<file path="src/rtl/seq_multiplier_8bit.sv">
// Sequential 8x8 unsigned shift-and-add multiplier around a single 8-bit adder.
// Optional feature: define MUL_ZERO_BYPASS_EN to finish zero-operand multiplies in one cycle.

module adder_8bit (
  input  logic [7:0] A,
  input  logic [7:0] B,
  input  logic       Cin,
  output logic [7:0] Sum,
  output logic       Cout
);
  assign {Cout, Sum} = {1'b0, A} + {1'b0, B} + {8'b0, Cin};
endmodule

module seq_multiplier_8bit #(
  parameter int WIDTH = 8
) (
  input  logic               clk,
  input  logic               rst_n,
  input  logic               start,
  input  logic [WIDTH-1:0]   a,
  input  logic [WIDTH-1:0]   b,
  output logic               busy,
  output logic               done,
  output logic [2*WIDTH-1:0] product
);

  typedef enum logic [1:0] {IDLE, RUN, DONE} state_t;

  state_t           state, state_nx;
  logic [WIDTH-1:0] mcand, hi, lo;
  logic [2:0]       cnt;
  logic [WIDTH-1:0] add_sum, step_s;
  logic             add_cout, step_c;
  logic             accept, zero_op;

  adder_8bit u_adder (
    .A    (hi),
    .B    (mcand),
    .Cin  (1'b0),
    .Sum  (add_sum),
    .Cout (add_cout)
  );

`ifdef MUL_ZERO_BYPASS_EN
  assign zero_op = (a == '0) || (b == '0);
`else
  assign zero_op = 1'b0;
`endif

  // DONE accepts a new start exactly like IDLE, giving back-to-back operation.
  assign accept = start && ((state == IDLE) || (state == DONE));

  always_comb begin
    if (lo[0]) begin
      step_c = add_cout;
      step_s = add_sum;
    end else begin
      step_c = 1'b0;
      step_s = hi;
    end
  end

  always_ff @(posedge clk or negedge rst_n) begin
    if (!rst_n) state <= IDLE;
    else        state <= state_nx;
  end

  // NOTE: every variable assigned in always_comb gets a default first so no latch is inferred.
  always_comb begin
    state_nx = state;
    case (state)
      IDLE: if (accept) state_nx = zero_op ? DONE : RUN;
      RUN:  if (cnt == 3'd7) state_nx = DONE;
      DONE: begin
        if (accept) state_nx = zero_op ? DONE : RUN;
        else        state_nx = IDLE;
      end
      default: state_nx = IDLE;
    endcase
  end

  // NOTE: sequential state uses non-blocking assignments so all registers update from pre-edge values.
  always_ff @(posedge clk or negedge rst_n) begin
    if (!rst_n) begin
      mcand   <= '0;
      hi      <= '0;
      lo      <= '0;
      cnt     <= '0;
      product <= '0;
    end else if (accept) begin
      mcand <= a;
      lo    <= b;
      hi    <= '0;
      cnt   <= '0;
      if (zero_op) product <= '0;
    end else if (state == RUN) begin
      // The 17-bit {c,s,lo} shifted right by one fits exactly in {hi,lo}.
      hi  <= {step_c, step_s[WIDTH-1:1]};
      lo  <= {step_s[0], lo[WIDTH-1:1]};
      cnt <= cnt + 3'd1;
      if (cnt == 3'd7) product <= {step_c, step_s, lo[WIDTH-1:1]};
    end
  end

  assign busy = (state == RUN);
  assign done = (state == DONE);

endmodule

</file>
<file path="config.mk">
export PLATFORM = sky130hd
export DESIGN_NAME = seq_multiplier_8bit
export DESIGN_NICKNAME = d
export VERILOG_FILES = /design/src/rtl/seq_multiplier_8bit.sv
export SDC_FILE = /design/constraint.sdc
export NUM_CORES = 1
export LEC_CHECK = 0
export CORE_MARGIN = 2
export CORE_UTILIZATION = 30
export DETAILED_ROUTE_END_ITERATION = 12
export DONT_BUFFER_PORTS = 1
export SYNTH_ARGS = -nofsm -noshare
export SYNTH_HDL_FRONTEND = slang
export SYNTH_SLANG_ARGS = --single-unit
</file>
<file path="constraint.sdc">
create_clock -name clk -period 2.71 [get_ports clk]
set_clock_uncertainty 0.05 [all_clocks]
set_input_delay 0.542 -clock clk [delete_from_list [all_inputs] [get_ports clk]]
set_output_delay 0.542 -clock clk [all_outputs]
set_load 0.005 [all_outputs]
</file>
==> results of run 1 <==
==> synth_stat cells <==
master	n	area share, %
dfrtp_1	45	54
mux2i_1	6	2.9
clkbuf_1	6	1.1
nand3_1	4	0.96
a21o_1	3	1.1
o22ai_1	1	0.30
nand2_2	1	0.30
and3_2	1	0.36
nor2b_1	4	1.2
ha_1	10	6.0
nor2_1	2	0.36
or3_1	1	0.30
xnor2_1	4	1.7
o31ai_1	2	0.72
nand2b_1	2	0.60
inv_1	1	0.18
nor3_1	3	0.72
fa_1	1	0.96
a31oi_1	1	0.30
a22o_1	2	0.84
o211ai_1	1	0.36
a221oi_2	1	0.72
a21oi_1	4	0.96
nand2_1	52	9.3
xor2_1	1	0.42
buf_2	4	0.96
a22oi_1	7	2.5
o21ai_0	23	5.5
mux2_2	7	3.8
inv_2	1	0.18
a211oi_2	1	0.60
==> final cells by class <==
cell class                      instances  area [µm²]  share of cell area [%]
Clock inverter                          2        37.5                    1.62
Timing Repair Buffer                    4        50.0                    2.16
Sequential cell                        45        1130                    48.6
Inverter                                2        7.51                   0.324
Clock buffer                            6        82.6                    3.56
Tap cell                               80         100                    4.32
Multi-Input combinational cell        145         913                    39.4
==> critical path: cells and delay by family, from the launching register on <==
family | cells | cell delay (ps)
compound gates | 3 | 630
fa+ha+maj | 2 | 660
flops | 1 | 410
simple gates | 2 | 310
==> through the flow <==
stage / setup WS, ps / util, % / instances
3_3_place_gp: 622 / 32.1 / 275
6_report: 542 / 34.3 / 284
4_1_cts: 541 / 34.3 / 284
3_5_place_dp: 556 / 32.1 / 275
5_1_grt: 422 / 34.3 / 284
2_1_floorplan: 735 / - / 202
==> worst paths after layout <==
path	from	endpoint	slack [ps]	cells past startpoint
worst max-delay path	hi[0]	product[15]	540	7
worst min-delay path	rst_n	mcand[5]	30	1
worst max register to register	hi[0]	product[15]	540	7
worst min register to register	mcand[6]	mcand[6]	440	2
max in group asynchronous	rst_n	product[6]	2380	1
min in group clk	a[6]	mcand[6]	300	2
==> state kept, by name, summed over array words and instances, names as in the netlist <==
register,flops
product,16
cnt,3
mcand,8
lo,8
hi,8
state,2
==> cells by family after synthesis <==
kind of cell             Yosys count  share of synthesized area, %
AO/OA/AOI/OAI                     46                          13.9
adder cells (fa/ha/maj)           11                          6.95
multiplexers                      13                          6.65
XOR/XNOR                           5                          2.10
buffers and inverters             12                          2.39
AND/OR/NAND/NOR                   70                          14.1
flip-flops                        45                          53.9
==> power breakdown <==
part | leakage, nW | internal [mW] | switching (mW)
sequential | 0.554 | 0.990 | 0.265
combinational | 0.473 | 0.540 | 0.642
clock | 0.0574 | 0.300 | 0.233
total | 1.08 | 1.83 | 1.14
==> layer usage <==
| metal | routed length, µm | global-route usage, % | up-vias |
|---|---|---|---|
| met5 | 0 | 0 | - |
| li1 | - | - | 702 |
| met3 | 407 | 5.97 | 2 |
| met2 | 1850 | 16.8 | 30 |
| met4 | 25 | 2.94 | 0 |
| met1 | 1920 | 16.2 | 681 |
==> repair_timing <==
| action | in CTS | in global routing |
|---|---|---|
| hold endpoints to repair | 45 | 0 |
| hold buffers | 1 | 0 |
| endpoints found under the setup margin | 0 | 0 |
==> flow_summary.yaml, run 1 <==
status:
  status: "complete, no violations"
layout:
  final_cell_mix: "52 x nand2_1, 45 x dfrtp_1, 23 x o21ai_0"
  num-fill-cells: 704
  layout-drive-gt1-share_pct: 11.8
  final_common_cell: "nand2_1"
  synthToLayoutAreaGrowth_pct: 10.9
  n_antenna_cell: 0
  nets: 233
  final_area_um2: 2320
clock_network:
  clk_pin_slew_worst_paths_ps: 90
  clock_sinks: 45
  cts_buffers: 5
  cts_setup_buffers: 0
  cts_buffer_depth: 2
  h-tree-depth: 2
  clock-root-buffer: "clkbuf_8"
  cts_resized: 0
  clock_latency_ps: 290
  cts_tree: "done"
sta:
  tns_ps: 0
  max_slew.worst_pin.slew_ps: 565
  relSlewSlack_pct: 62.4
  finalMaxSlewViolations: 0
  timing.fmax_ghz: 0.461
  rsz0062_at_grt: "false"
  finalHoldViolCount: 0
  fin_crit_ps: 2170
  fin_crit_sh_pct: 80.0
  setup_viol: 0
  whs_ps: 29.6
grt:
  grt_pass1_wl_mm: 7.13
  grt-ovfl-total: 0
  grt_start_max_net_pins: 46
  grt_use_total_pct: 11.9
  antenna_found_initial: 0
  grt_pass1_vias: 1406
logic_synthesis:
  synth-seq-cells: 45
  synth_fp_nets: 232
  synth_cell_types: 31
  syn-instance-count: 202
  ys_seq_area_share_pct: 53.9
  ys.warnings.count: 0
  syn_area_um2: 2090
  avgSynthCellArea_um2: 10.3
placed_design:
  dp.final_hpwl_mm: 3.07
  dpl_cell_area_um2: 2170
  io_buffers: 0
  routabilityCongestion: 0.721
min_path:
  hold_class: "in -> async"
routing:
  ant_nets: 0
  vias: 1415
  drtPass1Iterations: 4
  drt_iter0_markers: 50
  via_per_inst: 4.98
  drt_wl_total_mm: 4.20
  wl_per_cell_um: 14.8
  remaining_drc_errors: 0
die:
  rows: 30
  dieHeight_um: 87.5
  start_util_pct: 30.9
  fp.dieW_um: 87.5
  pin_count: 37
  coreArea_um2: 6760
  dieArea_um2: 7650
power:
  vdd.ir_drop.worst_mv: 0.373
  powerDensity_nw_per_um2: 1280
  p_leak_nw: 1.08
  power.total_mw: 2.97
setup_path:
  critPathLaunchType: "register"
  slowest_stage: "fa_1"
  worst_setup_path_end_kind: "register"
  required_ps: 2830
  critPathMaxFanout: 3
  cp_cell_sequence: "ha_1, fa_1, a21o_1, a221oi_2, nor2b_1, nor3_1, o31ai_1"
  crit_type: "reg -> reg"
  crit_path_max_incr_delay_ps: 420
  crit_arrival_ps: 2280
run:
  maxCapViolCount: 0
No activity file was read; power rests on OpenSTA's default activity.
==> run 2: changes to the inputs <==
==> constraint.sdc (replaced) <==
create_clock -name clk -period 2.3 [get_ports clk]
set_clock_uncertainty 0.05 [all_clocks]
set_input_delay 0.46 -clock clk [delete_from_list [all_inputs] [get_ports clk]]
set_output_delay 0.46 -clock clk [all_outputs]
set_load 0.005 [all_outputs]
==> run 2 against run 1 <==
  * Global-route usage hardly changed
  * Non-clock buffer count is 1 higher
  * Sequential share of layout area is 0.21 points lower
  * Register-to-register slack worse by 360 ps
  * Fmax is 2.5% higher
  * Final cell count is 0.35% higher
  * Die area stayed put
  * Wire length is 2.3% lower
  * Largest cell class unchanged
  * Clock power is 16% higher
  * Combinational power is 18% higher
  * Worst setup slack worse by 360 ps
==> flow_summary.yaml, run 2 (synthesis results as in run 1) <==
clock_network:
  cts_resized: 0
  cts_buffers: 5
  cts_buffer_depth: 2
  h-tree-depth: 2
  clock_latency_ps: 290
  cts_setup_buffers: 0
  clock-root-buffer: "clkbuf_8"
  cts_tree: "done"
  clock_sinks: 45
  clk_pin_slew_worst_paths_ps: 90
layout:
  layout-drive-gt1-share_pct: 11.7
  multi_input_area_um2: 913
  n_antenna_cell: 0
  seqCellArea_um2: 1130
  nets: 234
  final_common_cell: "nand2_1"
  largest_register: "product"
  num-fill-cells: 693
  synthToLayoutAreaGrowth_pct: 11.4
  largest_reg_flops: 16
  final_cell_mix: "52 x nand2_1, 45 x dfrtp_1, 23 x o21ai_0"
  final_area_um2: 2330
sta:
  fin_crit_sh_pct: 91.9
  finalMaxSlewViolations: 0
  finalHoldViolCount: 0
  setup_viol: 0
  worst_slack_ps: 185
  relSlewSlack_pct: 62.4
  rsz0062_at_grt: "false"
  max_slew.worst_pin.slew_ps: 564
  timing.fmax_ghz: 0.473
  tns_ps: 0
  fin_crit_ps: 2110
setup_path:
  r2r-start: "mcand[0]"
  required_ps: 2420
  critPathLaunchType: "register"
  reg2reg_to: "product[15]"
  rrSetupSlack_ps: 190
  crit_type: "reg -> reg"
  crit_arrival_ps: 2230
  critPathMaxFanout: 3
  worst_setup_path_end_kind: "register"
  critPathLaunch: "mcand[0]"
  worstSetupEndpoint: "product[15]"
  worstRegToRegCells: 7
grt:
  grt_start_max_net_pins: 46
  grt-ovfl-total: 0
  grt_pass1_wl_mm: 7.13
  grt_pass1_vias: 1433
  grt_use_total_pct: 11.9
  antenna_found_initial: 0
routing:
  drt_iter0_markers: 88
  drt_wl_total_mm: 4.11
  top_layer: "met4"
  remaining_drc_errors: 0
  wl_per_cell_um: 14.4
  vias: 1407
  route.met2.wl_mm: 1.82
  drt-met1-wl_mm: 1.84
  drtPass1Iterations: 4
  routed-wl-met3_um: 414
  via_per_inst: 4.94
  ant_nets: 0
placed_design:
  dp.final_hpwl_mm: 3.00
  routabilityCongestion: 0.769
  io_buffers: 0
  pre_cts_ws_ps: 184
  dpl_cell_area_um2: 2170
power:
  switchingPower_mw: 1.33
  pwr-share-comb_pct: 39.8
  p_leak_nw: 1.09
  intPower_mw: 2.16
  pwr-share-seq_pct: 42.4
  p_clk_share_pct: 17.8
  switching_share_pct: 38.1
  powerDensity_nw_per_um2: 1500
  vdd.ir_drop.worst_mv: 0.372
run:
  maxCapViolCount: 0
die:
  fp.dieW_um: 87.5
  pin_count: 37
  coreArea_um2: 6760
  dieHeight_um: 87.5
  dieArea_um2: 7650
  start_util_pct: 30.9
  rows: 30
status:
  status: "complete, no violations"
min_path:
  hold_depth: 2
  hold_class: "in -> reg"
## run 2: how the worst min path moves through the flow
stage,to,startpoint,slack (ps)
after global routing,mcand[3],a[3],220
after detailed placement,mcand[6],rst_n,120
after CTS,mcand[1],a[1],210
after global placement,mcand[7],rst_n,120
final,mcand[1],a[1],220
after floorplan,cnt[0],rst_n,110
## run 2: stage by stage
step / util, % / cells / hold WS [ps] / total power, mW
2_1_floorplan: - / 202 / 114 / 2.55
3_3_place_gp: 32.1 / 275 / 116 / 2.85
3_5_place_dp: 32.1 / 275 / 116 / 2.89
4_1_cts: 34.4 / 285 / 209 / 3.53
5_1_grt: 34.4 / 285 / 220 / 3.83
6_report: 34.4 / 285 / 216 / 3.48
## run 2: worst max-delay path, cell delays in order, from the launching register on
cell and delay, ps:
dfrtp_1 390, ha_1 250, fa_1 410, a21o_1 220, a221oi_2 270, nor2b_1 80, nor3_1 210, o31ai_1 110
## run 2: area by class of cell
cell class | count | area share, %
clock buffer | 6 | 3.55
clock inverter | 2 | 1.61
multi-input combinational | 145 | 39.2
sequential | 45 | 48.4
inverter | 2 | 0.323
timing repair buffer | 5 | 2.58
tap | 80 | 4.30
## run 2: what timing repair did
action                     in CTS  in global routing
hold buffers                    2                  0
setup endpoints to repair       0                  0
hold endpoints to repair       45                  0
## run 2: power by group through the flow
| stage | Sequential, mW | Clock [mW] | Combinational [mW] |
|---|---|---|---|
| 2_1_floorplan | 1.38 | 0 | 1.17 |
| 3_3_place_gp | 1.49 | 0 | 1.35 |
| 3_5_place_dp | 1.50 | 0 | 1.39 |
| 4_1_cts | 1.49 | 0.632 | 1.41 |
| 5_1_grt | 1.55 | 0.679 | 1.61 |
| 6_report | 1.48 | 0.620 | 1.39 |
## run 2: routing by layer
| metal | up-vias | global-route usage, % |
|---|---|---|
| met2 | 35 | 17.6 |
| met5 | - | 0 |
| li1 | 702 | - |
| met1 | 666 | 15.7 |
| met4 | 0 | 2.94 |
| met3 | 4 | 5.88 |
==> edit 1: new RTL, settings of run 1 <==
Make the reset (`rst_n`) synchronous in 2 clocked blocks.
--- a/src/rtl/seq_multiplier_8bit.sv
+++ b/src/rtl/seq_multiplier_8bit.sv
@@ -61,5 +61,5 @@
   end
 
-  always_ff @(posedge clk or negedge rst_n) begin
+  always_ff @(posedge clk) begin
     if (!rst_n) state <= IDLE;
     else        state <= state_nx;
@@ -81,5 +81,5 @@
 
   // NOTE: sequential state uses non-blocking assignments so all registers update from pre-edge values.
-  always_ff @(posedge clk or negedge rst_n) begin
+  always_ff @(posedge clk) begin
     if (!rst_n) begin
       mcand   <= '0;
Function: differs if rst_n is asserted again (counterexample within 4 cycles, from zero or initial values and one cycle with rst_n low); with rst_n held inactive, the same outputs for 4 cycles.
==> edit 1 against run 1 <==
First-iteration DRC count grew 38%; wire length up 7.2%; maximum frequency up 9.0%; sequential cell count is the same; global-route usage is 0.29 points higher; cell area shrank 0.49%; synthesized area grew 1.5%; via count up 14%; setup slack better by 0.18 ns; cell count grew 19%.
Power is not compared: it rests on default switching activity, and its combinational part moved more than twofold at a synthesized area within 25%.
==> edit 1: results (changes against run 1) <==
metric,value,unit,change
outcome,"complete, no violations",,
ys_top_cells_by_count,"nand2_1, dfxtp_1, a21boi_0",,
cts_root_buf,clkbuf_8,,
drtIter0Drc,69,,+38%
fillerInstances,750,,+6.5%
wl_per_cell,13.4,um,-9.7%
ys_types,40,,+29%
use_met1,15.3,%,-0.83 points
use_met2,19.4,%,+2.5 points
vias,1615,,+14%
async_flop_share,0,%,-100 points
nets,270,,+16%
slowest_delay,0.44,ns,+0.02 ns
clock_path_buffers,2,,unchanged
r2r_setup_slack,0.72,ns,+0.18 ns
worst_hold_path_type,input pin to flop,,
gp_congestion,0.749,,+3.9%
synth_top_area_share,42.5,%,-11 points
h-tree-depth,2,,unchanged
use_met3,4.43,%,-1.5 points
ys_seq_area_share,42.5,%,-11 points
r2r_start,hi[0],,
period_share,73.4,%,-6.6 points
routed_wl,4510,um,+7.2%
grt_usage,12.2,%,+0.29 points
synthCells,243,,+20%
hpwlAfterDp,3250,um,+5.6%
yosysMostFrequentCell,nand2_1,,
layout-drive-gt1-share,7.05,%,-4.7 points
relSlewSlack,62.6,%,+0.19 points
dp_slack,0.729,ns,+0.174 ns
worstPathArrival,2.11,ns,-0.17 ns
insertion_delay,0.30,ns,
postPlaceCellArea,2190,um^2,+1.2%
cts.reportedPaths.clkPinSlew,0.09,ns,about the same
dp_cells,329,,+20%
yosys-top-cells-area,"dfxtp_1, nand2_1, a21boi_0",,
hp-start,rst_n,,
grt_pass1_wl,7280,um,+2.0%
fin_hold_ws,0.322,ns,+0.293 ns
grt_max_degree,37,,-20%
post_cts_buffers,0,,unchanged
post_cts_resized,0,,unchanged
grt_pass1_vias,1466,,+4.3%
ir_worst_vdd,239,uV,
slowest_stage,fa_1,,
==> edit 1: changes by cell type after synthesis, moves of 3 or more <==
cell and delta:
a211oi_1 +5, a21boi_0 +22, a21oi_1 +8, a31oi_1 +3
buf_4 +5, dfrtp_1 -45, dfxtp_1 +45, inv_1 +4
mux2_2 -7, nand2_1 +3, nand3_1 -4, nor2_1 +9
o211a_1 +3, o21ai_0 -14
==> edit 1: routing by layer <==
metal	wire length (um)	part of all wire, %
met2	2090	46
met1	2100	47
met5	0	0
met4	59	1.3
met3	255	5.7
==> edit 1: final timing paths <==
kind / end / cells past startpoint
worst min-delay path: state[0] / 1
worst max-delay path: product[13] / 8
worst max register to register: product[13] / 8
worst min register to register: mcand[6] / 2
==> edit 1: final cells by class <==
cell class / count / area [um^2] / share of cell area (%)
Clock inverter: 2 / 38.8 / 1.68
Timing Repair Buffer: 4 / 30.0 / 1.30
Tap cell: 96 / 120 / 5.21
Clock buffer: 6 / 72.6 / 3.15
Sequential cell: 45 / 901 / 39.1
Multi-Input combinational cell: 179 / 1120 / 48.8
Inverter: 5 / 18.8 / 0.814
==> edit 1: cells by family after synthesis <==
family	count (synthesis)	share of synthesized area, %
AO/OA/AOI/OAI	76	25.1
buffers and inverters	19	4.48
adder cells (fa/ha/maj)	11	6.84
AND/OR/NAND/NOR	84	17.5
multiplexers	4	1.89
XOR/XNOR	4	1.65
flip-flops	45	42.5
==> edit 1: critical path: cells and delay by family (launching register included) <==
family,cells,cell delay (ns)
fa+ha+maj,2,0.63
flops,1,0.35
simple gates,3,0.59
buf+inv,1,0.06
compound gates,2,0.18
==> edit 1: power breakdown <==
group / switching [mW] / internal [mW] / leakage [nW]
logic: 0.0719 / 0.0537 / 0.445
clock network: 0.232 / 0.277 / 0.0554
registers: 0.0210 / 0.684 / 0.366
==> edit 2: new RTL, config.mk and constraints of run 1 <==
Made on the original files. The option `MUL_ZERO_BYPASS_EN` is turned on by a define.
--- a/src/rtl/seq_multiplier_8bit.sv
+++ b/src/rtl/seq_multiplier_8bit.sv
@@ -1,4 +1,6 @@
 // Sequential 8x8 unsigned shift-and-add multiplier around a single 8-bit adder.
 // Optional feature: define MUL_ZERO_BYPASS_EN to finish zero-operand multiplies in one cycle.
+
+`define MUL_ZERO_BYPASS_EN
 
 module adder_8bit (
Function: changed (a bounded check fails within 4 cycles, from zero or initial values and one cycle with rst_n low).
==> edit 2 against run 1 <==
Synthesized cell count increased by 6.9%; total power down 2.4%; wire length rose by 19%; synthesized area is 6.2% higher; cell area is 4.2% higher; setup slack got worse by 0.099 ns; maximum frequency fell by 4.4%; global-route usage rose by 1.3 points; die area rose by 5.9%; sequential cell count unchanged.
==> edit 2: results (changes against run 1) <==
metric,value,unit,change
ir_worst_vdd,386,uV,+3.4%
routed_wl,5020,um,+19%
ys_types,44,,+42%
slowest_delay,0.39,ns,-0.03 ns
outcome,"complete, no violations",,
ys_top_cells_by_count,"nand2_1, dfrtp_1, a22o_1",,
r2r_setup_slack,0.44,ns,-0.10 ns
layout-drive-gt1-share,11.6,%,-0.19 points
grt_pass1_wl,8430,um,+18%
critPathTopFamily,compound AO/OA/AOI/OAI gates,,
syn_nets,246,,+6.0%
vias,1593,,+13%
grt_usage,13.2,%,+1.3 points
drtIter0Drc,121,,+140%
yosys-top-cells-area,"dfrtp_1, nand2_1, a22o_1",,
worstPathArrival,2.46,ns,+0.18 ns
gp_congestion,0.775,,+7.4%
hpwlAfterDp,3620,um,+18%
wl_per_cell,15.9,um,+7.6%
wl_met1,2330,um,+21%
wl_met2,2290,um,+24%
slowest_stage,dfrtp_1,,
postPlaceCellArea,2300,um^2,+6.1%
max_slew.worst_pin.slew,0.653,ns,+0.0881 ns
ys_seq_area_share,50.8,%,-3.1 points
dr_wl_met3,354,um,-13%
dp_cells,306,,+11%
-- edit 2: cell types whose count changed after synthesis, sizes merged, moves of 3 or more --
| cell | delta |
|---|---|
| inv | +5 |
| mux2i | -5 |
| xnor2 | -3 |
| nand3 | -3 |
| nand2 | -6 |
| nor4 | +4 |
| o21ai | -15 |
| nor2 | +10 |
| a22o | +13 |
| a21oi | +5 |
-- edit 2: per-layer routing --
metal / track usage, % / up-vias
li1: - / 776
met1: 17.4 / 777
met2: 20.3 / 36
met3: 5.36 / 4
met4: 3.59 / 0
met5: 0 / -
-- edit 2: layout make-up --
type	instances	area, um^2	share of cell area, %
sequential	45	1130	46.6
tap	99	124	5.13
clock buffer	5	68.8	2.85
clock inverter	3	17.5	0.725
timing repair buffer	2	35.0	1.45
multi-input combinational	154	1020	42.1
inverter	7	26.3	1.09
-- edit 2: final timing paths --
| check | end | depth (start not counted) | from |
|---|---|---|---|
| max | product[13] | 8 | mcand[0] |
| min | product[1] | 1 | rst_n |
| max reg2reg | product[13] | 8 | mcand[0] |
| min reg2reg | mcand[3] | 2 | mcand[3] |
| max in group asynchronous | hi[2] | 1 | rst_n |
| min in group clk | mcand[3] | 2 | a[3] |
-- edit 2: through the flow --
stage          utilization [%]  setup slack [ns]
6_report                  33.5             0.443
3_5_place_dp              31.9             0.473
4_1_cts                   33.5             0.424
3_3_place_gp              31.9             0.448
5_1_grt                   33.5             0.316
2_1_floorplan                -             0.711
-- edit 2: power breakdown --
part | internal [mW] | leakage [nW] | total (mW) | switching, mW
Sequential | 0.971 | 0.567 | 1.22 | 0.252
Clock | 0.178 | 0.0439 | 0.407 | 0.229
Combinational | 0.561 | 0.510 | 1.27 | 0.707
Total | 1.71 | 1.12 | 2.90 | 1.19
-- edit 2: kinds of logic (layout without fill, tap and decap cells) --
group / after synthesis / after routing / share of synthesized area (%)
DFF: 45 / 45 / 50.8
adders and majority gates: 11 / 11 / 6.54
AOI/OAI and AO/OA: 54 / 54 / 18.8
and+or+nand+nor: 80 / 80 / 16.1
buffers and inverters: 17 / 17 / 3.50
xor gates and xnor gates: 2 / 2 / 0.790
muxes: 7 / 7 / 3.50
-- edit 2: worst register-to-register path: cells and delay by family (launching register included) --
family / cells / cell delay (ns)
simple gates: 2 / 0.38
flops: 1 / 0.39
fa+ha+maj: 2 / 0.59
compound gates: 3 / 0.74
buf+inv: 1 / 0.06
-- edit 2: timing repair --
item / 4_1_cts / 5_1_grt
hold endpoints to repair: 45 / 0
hold buffers: 1 / 0
setup endpoints to repair: 0 / 0
